==> src/rtl/seq_frame_sched_if.sv <==
// seq_frame_sched_if
//   Host-side bundle for seq_frame_sched: frame word request channel
//   (in_valid / in_ready / in_data) and per-frame result channel
//   (res_valid / res_ready / res_count / res_hit / res_pos).
//   master : host side (drives requests, accepts results)
//   slave  : scheduler side
interface seq_frame_sched_if #(
    parameter int unsigned WORD_W = 8,
    parameter int unsigned CNT_W  = $clog2(WORD_W + 1),
    parameter int unsigned POS_W  = $clog2(WORD_W)
);
    logic              in_valid;
    logic              in_ready;
    logic [WORD_W-1:0] in_data;
    logic              res_valid;
    logic              res_ready;
    logic [CNT_W-1:0]  res_count;
    logic              res_hit;
    logic [POS_W-1:0]  res_pos;

    modport master (
        output in_valid, in_data, res_ready,
        input  in_ready, res_valid, res_count, res_hit, res_pos
    );

    modport slave (
        input  in_valid, in_data, res_ready,
        output in_ready, res_valid, res_count, res_hit, res_pos
    );
endinterface

==> src/rtl/seq_frame_sched.sv <==
// seq_frame_sched
//   Sequences one bit-serial sequence detector. A host word is accepted,
//   the detector is cleared for one cycle, the word is shifted out MSB-first
//   one bit per clock, detector responses are counted (with the index of the
//   first hit) and a per-frame result is offered back to the host.
// Ports:
//   clock, reset : single clock, synchronous active-high reset
//   host         : seq_frame_sched_if.slave (frame request + result channel)
//   ser_out      : serial bit to detector
//   ser_valid    : ser_out carries a frame bit
//   det_clr      : detector clear (CLR state or reset)
//   det_in       : detector response, DET_LAT clocks after the driven bit
//   busy         : any state other than IDLE
module seq_frame_sched #(
    parameter int unsigned WORD_W  = 8,
    parameter int unsigned DET_LAT = 1,
    parameter int unsigned CNT_W   = $clog2(WORD_W + 1),
    parameter int unsigned POS_W   = $clog2(WORD_W)
) (
    input  logic             clock,
    input  logic             reset,
    seq_frame_sched_if.slave host,
    output logic             ser_out,
    output logic             ser_valid,
    output logic             det_clr,
    input  logic             det_in,
    output logic             busy
);
    typedef enum logic [2:0] {IDLE, CLR, SHIFT, DRAIN, REPORT} state_t;

    localparam logic [POS_W-1:0] LAST_K = POS_W'(WORD_W - 1);
    localparam logic [1:0]       LAST_D = 2'((DET_LAT > 0) ? DET_LAT - 1 : 0);

    state_t            state;
    state_t            state_nx;
    logic [WORD_W-1:0] sreg;
    logic [POS_W-1:0]  bit_k;
    logic [1:0]        drain_k;
    logic [CNT_W-1:0]  cnt;
    logic              hit;
    logic [POS_W-1:0]  pos;
    logic              accept;
    logic              samp_v;
    logic [POS_W-1:0]  samp_k;

    always_ff @(posedge clock) begin
        if (reset) state <= IDLE;
        else       state <= state_nx;
    end

    always_comb begin
        state_nx       = state;
        host.in_ready  = 1'b0;
        host.res_valid = 1'b0;
        ser_valid      = 1'b0;
        ser_out        = 1'b0;
        det_clr        = reset;
        busy           = 1'b1;
        accept         = 1'b0;
        case (state)
            IDLE: begin
                busy          = 1'b0;
                host.in_ready = !reset;
                accept        = host.in_valid && !reset;
                if (accept) state_nx = CLR;
            end
            CLR: begin
                det_clr  = 1'b1;
                state_nx = SHIFT;
            end
            SHIFT: begin
                ser_valid = 1'b1;
                ser_out   = sreg[WORD_W-1];
                if (bit_k == LAST_K) state_nx = (DET_LAT > 0) ? DRAIN : REPORT;
            end
            DRAIN: begin
                if (drain_k == LAST_D) state_nx = REPORT;
            end
            REPORT: begin
                host.res_valid = 1'b1;
                if (host.res_ready) state_nx = IDLE;
            end
            default: state_nx = IDLE;
        endcase
    end

    // Bit index travels alongside the "bit was driven" flag so that each
    // detector response is attributed to the bit that caused it.
    generate
        if (DET_LAT == 0) begin : g_nolat
            assign samp_v = (state == SHIFT);
            assign samp_k = bit_k;
        end else begin : g_lat
            logic             dv [DET_LAT];
            logic [POS_W-1:0] dk [DET_LAT];

            always_ff @(posedge clock) begin
                if (reset) begin
                    for (int unsigned i = 0; i < DET_LAT; i++) begin
                        dv[i] <= 1'b0;
                        dk[i] <= '0;
                    end
                end else begin
                    dv[0] <= (state == SHIFT);
                    dk[0] <= bit_k;
                    for (int unsigned i = 1; i < DET_LAT; i++) begin
                        dv[i] <= dv[i-1];
                        dk[i] <= dk[i-1];
                    end
                end
            end

            assign samp_v = dv[DET_LAT-1];
            assign samp_k = dk[DET_LAT-1];
        end
    endgenerate

    always_ff @(posedge clock) begin
        if (reset) begin
            sreg    <= '0;
            bit_k   <= '0;
            drain_k <= '0;
            cnt     <= '0;
            hit     <= 1'b0;
            pos     <= '0;
        end else begin
            if (state == SHIFT) begin
                sreg  <= {sreg[WORD_W-2:0], 1'b0};
                bit_k <= bit_k + 1'b1;
            end
            if (state == DRAIN) drain_k <= drain_k + 2'd1;
            if (samp_v && det_in) begin
                cnt <= cnt + 1'b1;
                if (!hit) begin
                    hit <= 1'b1;
                    pos <= samp_k;
                end
            end
            if (accept) begin
                sreg    <= host.in_data;
                bit_k   <= '0;
                drain_k <= '0;
                cnt     <= '0;
                hit     <= 1'b0;
                pos     <= '0;
            end
        end
    end

    assign host.res_count = cnt;
    assign host.res_hit   = hit;
    assign host.res_pos   = pos;
endmodule

==> src/flat_wrapper.sv <==
// flat-port wrapper written by rule: the top's interface ports become plain ports
module seq_frame_sched_flat 
#(
    parameter int unsigned WORD_W  = 8,
    parameter int unsigned DET_LAT = 1,
    parameter int unsigned CNT_W   = $clog2(WORD_W + 1),
    parameter int unsigned POS_W   = $clog2(WORD_W)
)
  (clock, reset, ser_out, ser_valid, det_clr, det_in, busy, host_in_valid, host_in_data, host_res_ready, host_in_ready, host_res_valid, host_res_count, host_res_hit, host_res_pos);
  seq_frame_sched_if #(.WORD_W(WORD_W), .CNT_W(CNT_W), .POS_W(POS_W)) host_i ();
  input  logic clock;
  input  logic reset;
  output logic ser_out;
  output logic ser_valid;
  output logic det_clr;
  input  logic det_in;
  output logic busy;
  input wire logic [$bits(host_i.in_valid)-1:0] host_in_valid;
  input wire logic [$bits(host_i.in_data)-1:0] host_in_data;
  input wire logic [$bits(host_i.res_ready)-1:0] host_res_ready;
  output wire logic [$bits(host_i.in_ready)-1:0] host_in_ready;
  output wire logic [$bits(host_i.res_valid)-1:0] host_res_valid;
  output wire logic [$bits(host_i.res_count)-1:0] host_res_count;
  output wire logic [$bits(host_i.res_hit)-1:0] host_res_hit;
  output wire logic [$bits(host_i.res_pos)-1:0] host_res_pos;
  assign host_i.in_valid = host_in_valid;
  assign host_i.in_data = host_in_data;
  assign host_i.res_ready = host_res_ready;
  assign host_in_ready = host_i.in_ready;
  assign host_res_valid = host_i.res_valid;
  assign host_res_count = host_i.res_count;
  assign host_res_hit = host_i.res_hit;
  assign host_res_pos = host_i.res_pos;
  seq_frame_sched #(.WORD_W(WORD_W), .DET_LAT(DET_LAT), .CNT_W(CNT_W), .POS_W(POS_W)) u_core (.clock(clock), .reset(reset), .host(host_i), .ser_out(ser_out), .ser_valid(ser_valid), .det_clr(det_clr), .det_in(det_in), .busy(busy));
endmodule
==> config.mk <==
export PLATFORM = sky130hd
export DESIGN_NAME = seq_frame_sched_flat
export DESIGN_NICKNAME = d
export VERILOG_FILES = /design/src/rtl/seq_frame_sched_if.sv /design/src/rtl/seq_frame_sched.sv /design/src/flat_wrapper.sv
export SDC_FILE = /design/constraint.sdc
export NUM_CORES = 1
export LEC_CHECK = 0
export BUFFER_PORTS_ARGS = -buffer_cell sky130_fd_sc_hd__buf_2
export CAP_MARGIN = 20
export CELL_PAD_IN_SITES_DETAIL_PLACEMENT = 1
export CELL_PAD_IN_SITES_GLOBAL_PLACEMENT = 2
export CORE_ASPECT_RATIO = 0.6
export CORE_UTILIZATION = 29
export CTS_CLUSTER_DIAMETER = 150
export DETAILED_ROUTE_END_ITERATION = 10
export HOLD_SLACK_MARGIN = 0.15
export PLACE_DENSITY_LB_ADDON = 0.25
export SYNTH_ARGS = -nofsm -noshare
export SYNTH_HDL_FRONTEND = slang
export SYNTH_SLANG_ARGS = --single-unit
==> constraint.sdc <==
create_clock -name clock -period 1.2 [get_ports clock]
set_input_delay 0.06 -clock clock [delete_from_list [all_inputs] [get_ports clock]]
set_output_delay 0.06 -clock clock [all_outputs]
set_load 0.1 [all_outputs]
**Word-level counts from Yosys, hierarchy flattened**

Memory sizes are Yosys's and may differ from the RTL's. A register that Yosys moved wholly into a read port is not among the register bits.
Index checks and enable logic that the tools add are counted.

- Memory bits (writable): 4
- Bits in read-only memories: 0
- Latch bits: 0
- Input port bits: 13
- Memories kept: 2
- Logic and storage cells: 53
- Register bits: 21
- Output and inout bits: 14

- Equal/unequal tests: 9
- Divide/modulo/power cells: 0
- $lt $le $gt $ge: 0
- Mux-type cells: 21
- Shift operators: 0
- $add $sub $neg: 3
- Bitwise logic cells: 1
- Reduce and logical (&&, ||, !) cells: 11
- $mul: 0

Memory list:

| memory | depth | width | rd ports | clocked after memory_dff | wr ports | line | RTL |
|---|---|---|---|---|---|---|---|
| u_core.g_lat.dk | 1 | 3 | 1 | 1 | 1 | seq_frame_sched.sv:95 | `logic [POS_W-1:0] dk [DET_LAT];` |
| u_core.g_lat.dv | 1 | 1 | 1 | 0 | 1 | seq_frame_sched.sv:94 | `logic dv [DET_LAT];` |

Operator list:

| operator | number |
|---|---|
| $mux 8 | 2 |
| $mux 3 | 5 |
| $pmux 3 s5 | 1 |
| $mux 1 | 13 |
| $eq 3x2->1 const B | 2 |
| $eq 3x3->1 const B | 2 |
| $ne 2x1->1 const B | 3 |
| $add 4x1->4 const B | 1 |
| $reduce_and 4->1 | 1 |
| $add 3x1->3 const B | 1 |
| $eq 3x1->1 const B | 1 |
| $logic_not 3->1 | 1 |
| $reduce_or 3->1 | 1 |
| $add 2x1->2 const B | 1 |
| $logic_and 1x1->1 | 2 |
| $logic_not 2->1 | 1 |
| $ne 2x2->1 const B | 1 |
| $reduce_and 2->1 | 1 |
| $reduce_bool 2->1 | 1 |
| $reduce_or 2->1 | 1 |
| $logic_not 1->1 | 1 |
| $not 1->1 | 1 |
| $reduce_or 1->1 | 1 |

**Longest topological paths before layout**

- Word-level depth: 4
- Mapped depth: 5
- Depth with buffers taken out: 5

**Worst setup path before layout**

Ideal clock, no wire load.

- Path kind: flip-flop to flip-flop
- Start point: register u_core.state[0]
- End point: register u_core.state[2]
- Setup time: 74 ps
- Path buffers: 1
- Arrival: 3089 ps
- Stages on the path, launching flop included: 5
- Required time: 1126 ps
- Clock period less this slack: 3162 ps
- Path slack: -1962 ps
- Cells stage by stage: dfxtp_1 buf_4 nor3b_1 nand2b_1 a21oi_1

- Cells in the longest elaborated chain, start to end: 3
- Elaborated cells between the ends (all ways): 11
- Those cells by class: eq/ne: 8; mux: 1; reduce/logical: 2

RTL lines:

| item | line | RTL |
|---|---|---|
| start: declaration | seq_frame_sched.sv:34 | `state_t state;` |
| start signal: assignment | seq_frame_sched.sv:48 | `else state <= state_nx;` |
| $eq 3x2->1 (tied with other cells) | seq_frame_sched.sv:60 | `case (state)` |
| $ne 2x1->1 (no line) or $ne 2x2->1 (tied branches) | -- |  |
| $reduce_and 4->1 (no line) | -- |  |

Several ways; a longest one is shown, not always the timed one.
A chain may end at the register's enable or synchronous reset.

**Worst setup path in the final report**

- Start point: register u_core.state[0]
- End point: output port det_clr

- Cells in the longest elaborated chain, start to end: 2

RTL lines:

| item | line | RTL |
|---|---|---|
| $eq 3x1->1 | seq_frame_sched.sv:60 |  |
| $mux 1 | seq_frame_sched.sv:60 |  |
| end: declaration | flat_wrapper.sv:15 | `output logic det_clr;` |

Every way passes these cells.

==> flow_metrics.tcl <==
set metrics [dict create \
    clock_latency_ns 0.28 \
    synth.area.mux_share_pct 5.72 \
    crit_path_start_kind "flop" \
    status "complete, but fails checks" \
    row_count 17 \
    critPathCaptureType "output port" \
    start_util_pct 31.8 \
    nNetsFinal 194 \
    synth_flop_cell "dfxtp_1" \
    worstMarginPinSlew_ns 0.493 \
    drive_above_1_share_pct 52.3 \
    reg2reg_slack_ns -0.15 \
    fin_ws_ns -0.210 \
    pre_cts_slack_ns -0.0362 \
    cts_tree "built" \
    finish.utilization_pct 52.7 \
    synth_fa_ha_area_share_pct 4.09 \
    seq_area_um2 588 \
    fmax_ghz 0.709 \
    viasPerCell 4.66 \
    drt_first_pass_iters 4 \
    final_cell_count_no_fill 233 \
    layout_commonest_cell "buf_2" \
    fill_cells 419 \
    cap_viol_max_count 0 \
    layout_common_cells "buf_2, dfxtp_1, buf_4" \
    rsz0062_at_grt "yes" \
    cts.sinks 28 \
    drc 0 \
    antenna_found_initial 0 \
    io_pins 27 \
    diodes 0 \
    die_area_um2 4500 \
    routed_wl_mm 3.73 \
    fin_worst_hold_slack_ns 0.190 \
    antenna_left 0 \
    drt-initial-drc-count 35 \
    wl_per_cell_um 16.0 \
    dp_hpwl_mm 2.25 \
    crit_fanout 6 \
    synthDistinctLibCells 35 \
    grt_pass1_vias 1125 \
    gp_congestion 0.701 \
    multi_input_area_um2 743 \
    netlist_instances 120 \
    cts_root_buf "clkbuf_8" \
    violations "setup timing" \
    layout_min_cycle_time_ns 1.41 \
    grt_pass1_wl_mm 5.64 \
    power_density_nw_per_um2 1090 \
    synth_edf_count 0 \
    vias 1086 \
    synth-seq-cells 28 \
    max-vdd-ir-drop_mv 0.747 \
    finalHoldViolations 0 \
    yosysSeqAreaShare_pct 45.8 \
    worstPathRequired_ns 1.14 \
    report.final.slew_viol_count 0 \
    min_path_type "in -> reg" \
    dp_cells 210 \
    setup_viol 26 \
    grt_max_degree 17 \
    max-slew-margin-rel_pct 67.3 \
    port-buffer-count 26 \
    syn_area_per_cell_um2 10.2 \
    grt_overflow_total 0 \
    period_share_pct 117 \
    async_reset_ff_share_pct 0 \
    syn2layout_area_growth_pct 65.7 \
    htreeDepth 1 \
    yosys.area_share.simple_pct 23.9 \
    fin_setup_tns_ns -2.96 \
    die_w_um 85.9 \
    stdcell_area_um2 2030 \
    fin_skew_ns 0.00418 \
    synth-compound-area-share_pct 12.7 \
    total_power_mw 2.21 \
    placed_area_um2 1600 \
    cts_buffers 3 \
    syn_area_um2 1220 \
    syn-num-nets 137 \
    die_h_um 52.3 \
    clk_pin_slew_worst_paths_ns 0.10 \
    crit_type "reg -> out" \
    synth_xor_area_share_pct 2.86 \
    p_leak_nw 0.838 \
    grt_usage_pct 16.6 \
    cts_max_path_buffers 2 \
    cp_data_arrival_time_ns 1.35 \
    synth_top_family_by_area "simple AND/OR/NAND/NOR gates" \
    core_area_um2 3850 \
    yosysWarnings 0 \
]
[cell families after synthesis]
logic type	count (synthesis)
adders and majority gates	4
muxes	7
DFF	28
and+or+nand+nor	48
buffers and inverters	10
AOI/OAI and AO/OA	19
xor gates and xnor gates	4
[state kept, by name (all words and copies together), names as in the netlist]
name                   cells
u_core.bit_k               3
u_core.sreg                8
u_core.state               3
u_core.g_lat.dv            1
u_core.g_lat.dk            3
u_core.host.res_count      4
u_core.host.res_hit        1
u_core.drain_k             2
u_core.host.res_pos        3
[final timing paths]
kind	startpoint	endpoint	cells after the start
setup / recovery	u_core.state[0]	det_clr	4
hold / removal	host_in_data[7]	u_core.sreg[7]	4
setup reg to reg	u_core.state[0]	u_core.host.res_count[2]	4
hold reg to reg	u_core.sreg[1]	u_core.sreg[2]	1
[critical path, cell delays in order, from the launching register on]
cell	delay, ns
dfxtp_4	0.39
buf_6	0.14
nor3b_4	0.14
or2_4	0.23
buf_12	0.16
[layout make-up]
type	instances	share of cell area, %
Multi-Input combinational cell	82	36.6
Sequential cell	28	29.0
Timing Repair Buffer	59	27.1
Tap cell	57	3.51
Clock buffer	4	3.27
Inverter	3	0.555
[layer usage]
layer	wire [um]	global-route usage (%)
met4	0	4.17
met1	1870	22.3
met5	0	0
met3	102	3.31
met2	1760	27.4
[synth_stat cells, drive strengths merged, types with 2 or more instances]
library cell,instances,area [um^2]
or2,2,12.5
or3,2,17.5
nor2b,3,18.8
dfxtp,28,561
mux2i,7,70.1
nor3,3,15.0
xnor2,2,17.5
nand3b,2,15.0
inv,3,11.3
nor2,12,45.0
nand3,4,20.0
xor2,2,17.5
nand2,5,18.8
a221o,6,60.1
clkbuf,2,7.51
buf,5,42.5
and3,6,37.5
a21oi,6,33.8
o21ai,3,15.0
nand4b,2,17.5
ha,4,50.1
nor3b,3,33.8
[where the power goes]
part | total [mW] | internal, mW | switching, mW
logic | 0.556 | 0.265 | 0.292
clock network | 0.666 | 0.364 | 0.303
registers | 0.987 | 0.955 | 0.0325
total | 2.21 | 1.58 | 0.627
[repair_timing]
action,4_1_cts,5_1_grt
pin swaps,7,6
setup endpoints to repair,26,27
endpoints found under the hold margin,12,0
gates resized for setup,28,19
setup buffers,6,4
hold buffers,10,0
cloned,1,0
Power figures use the tool's default switching activity.
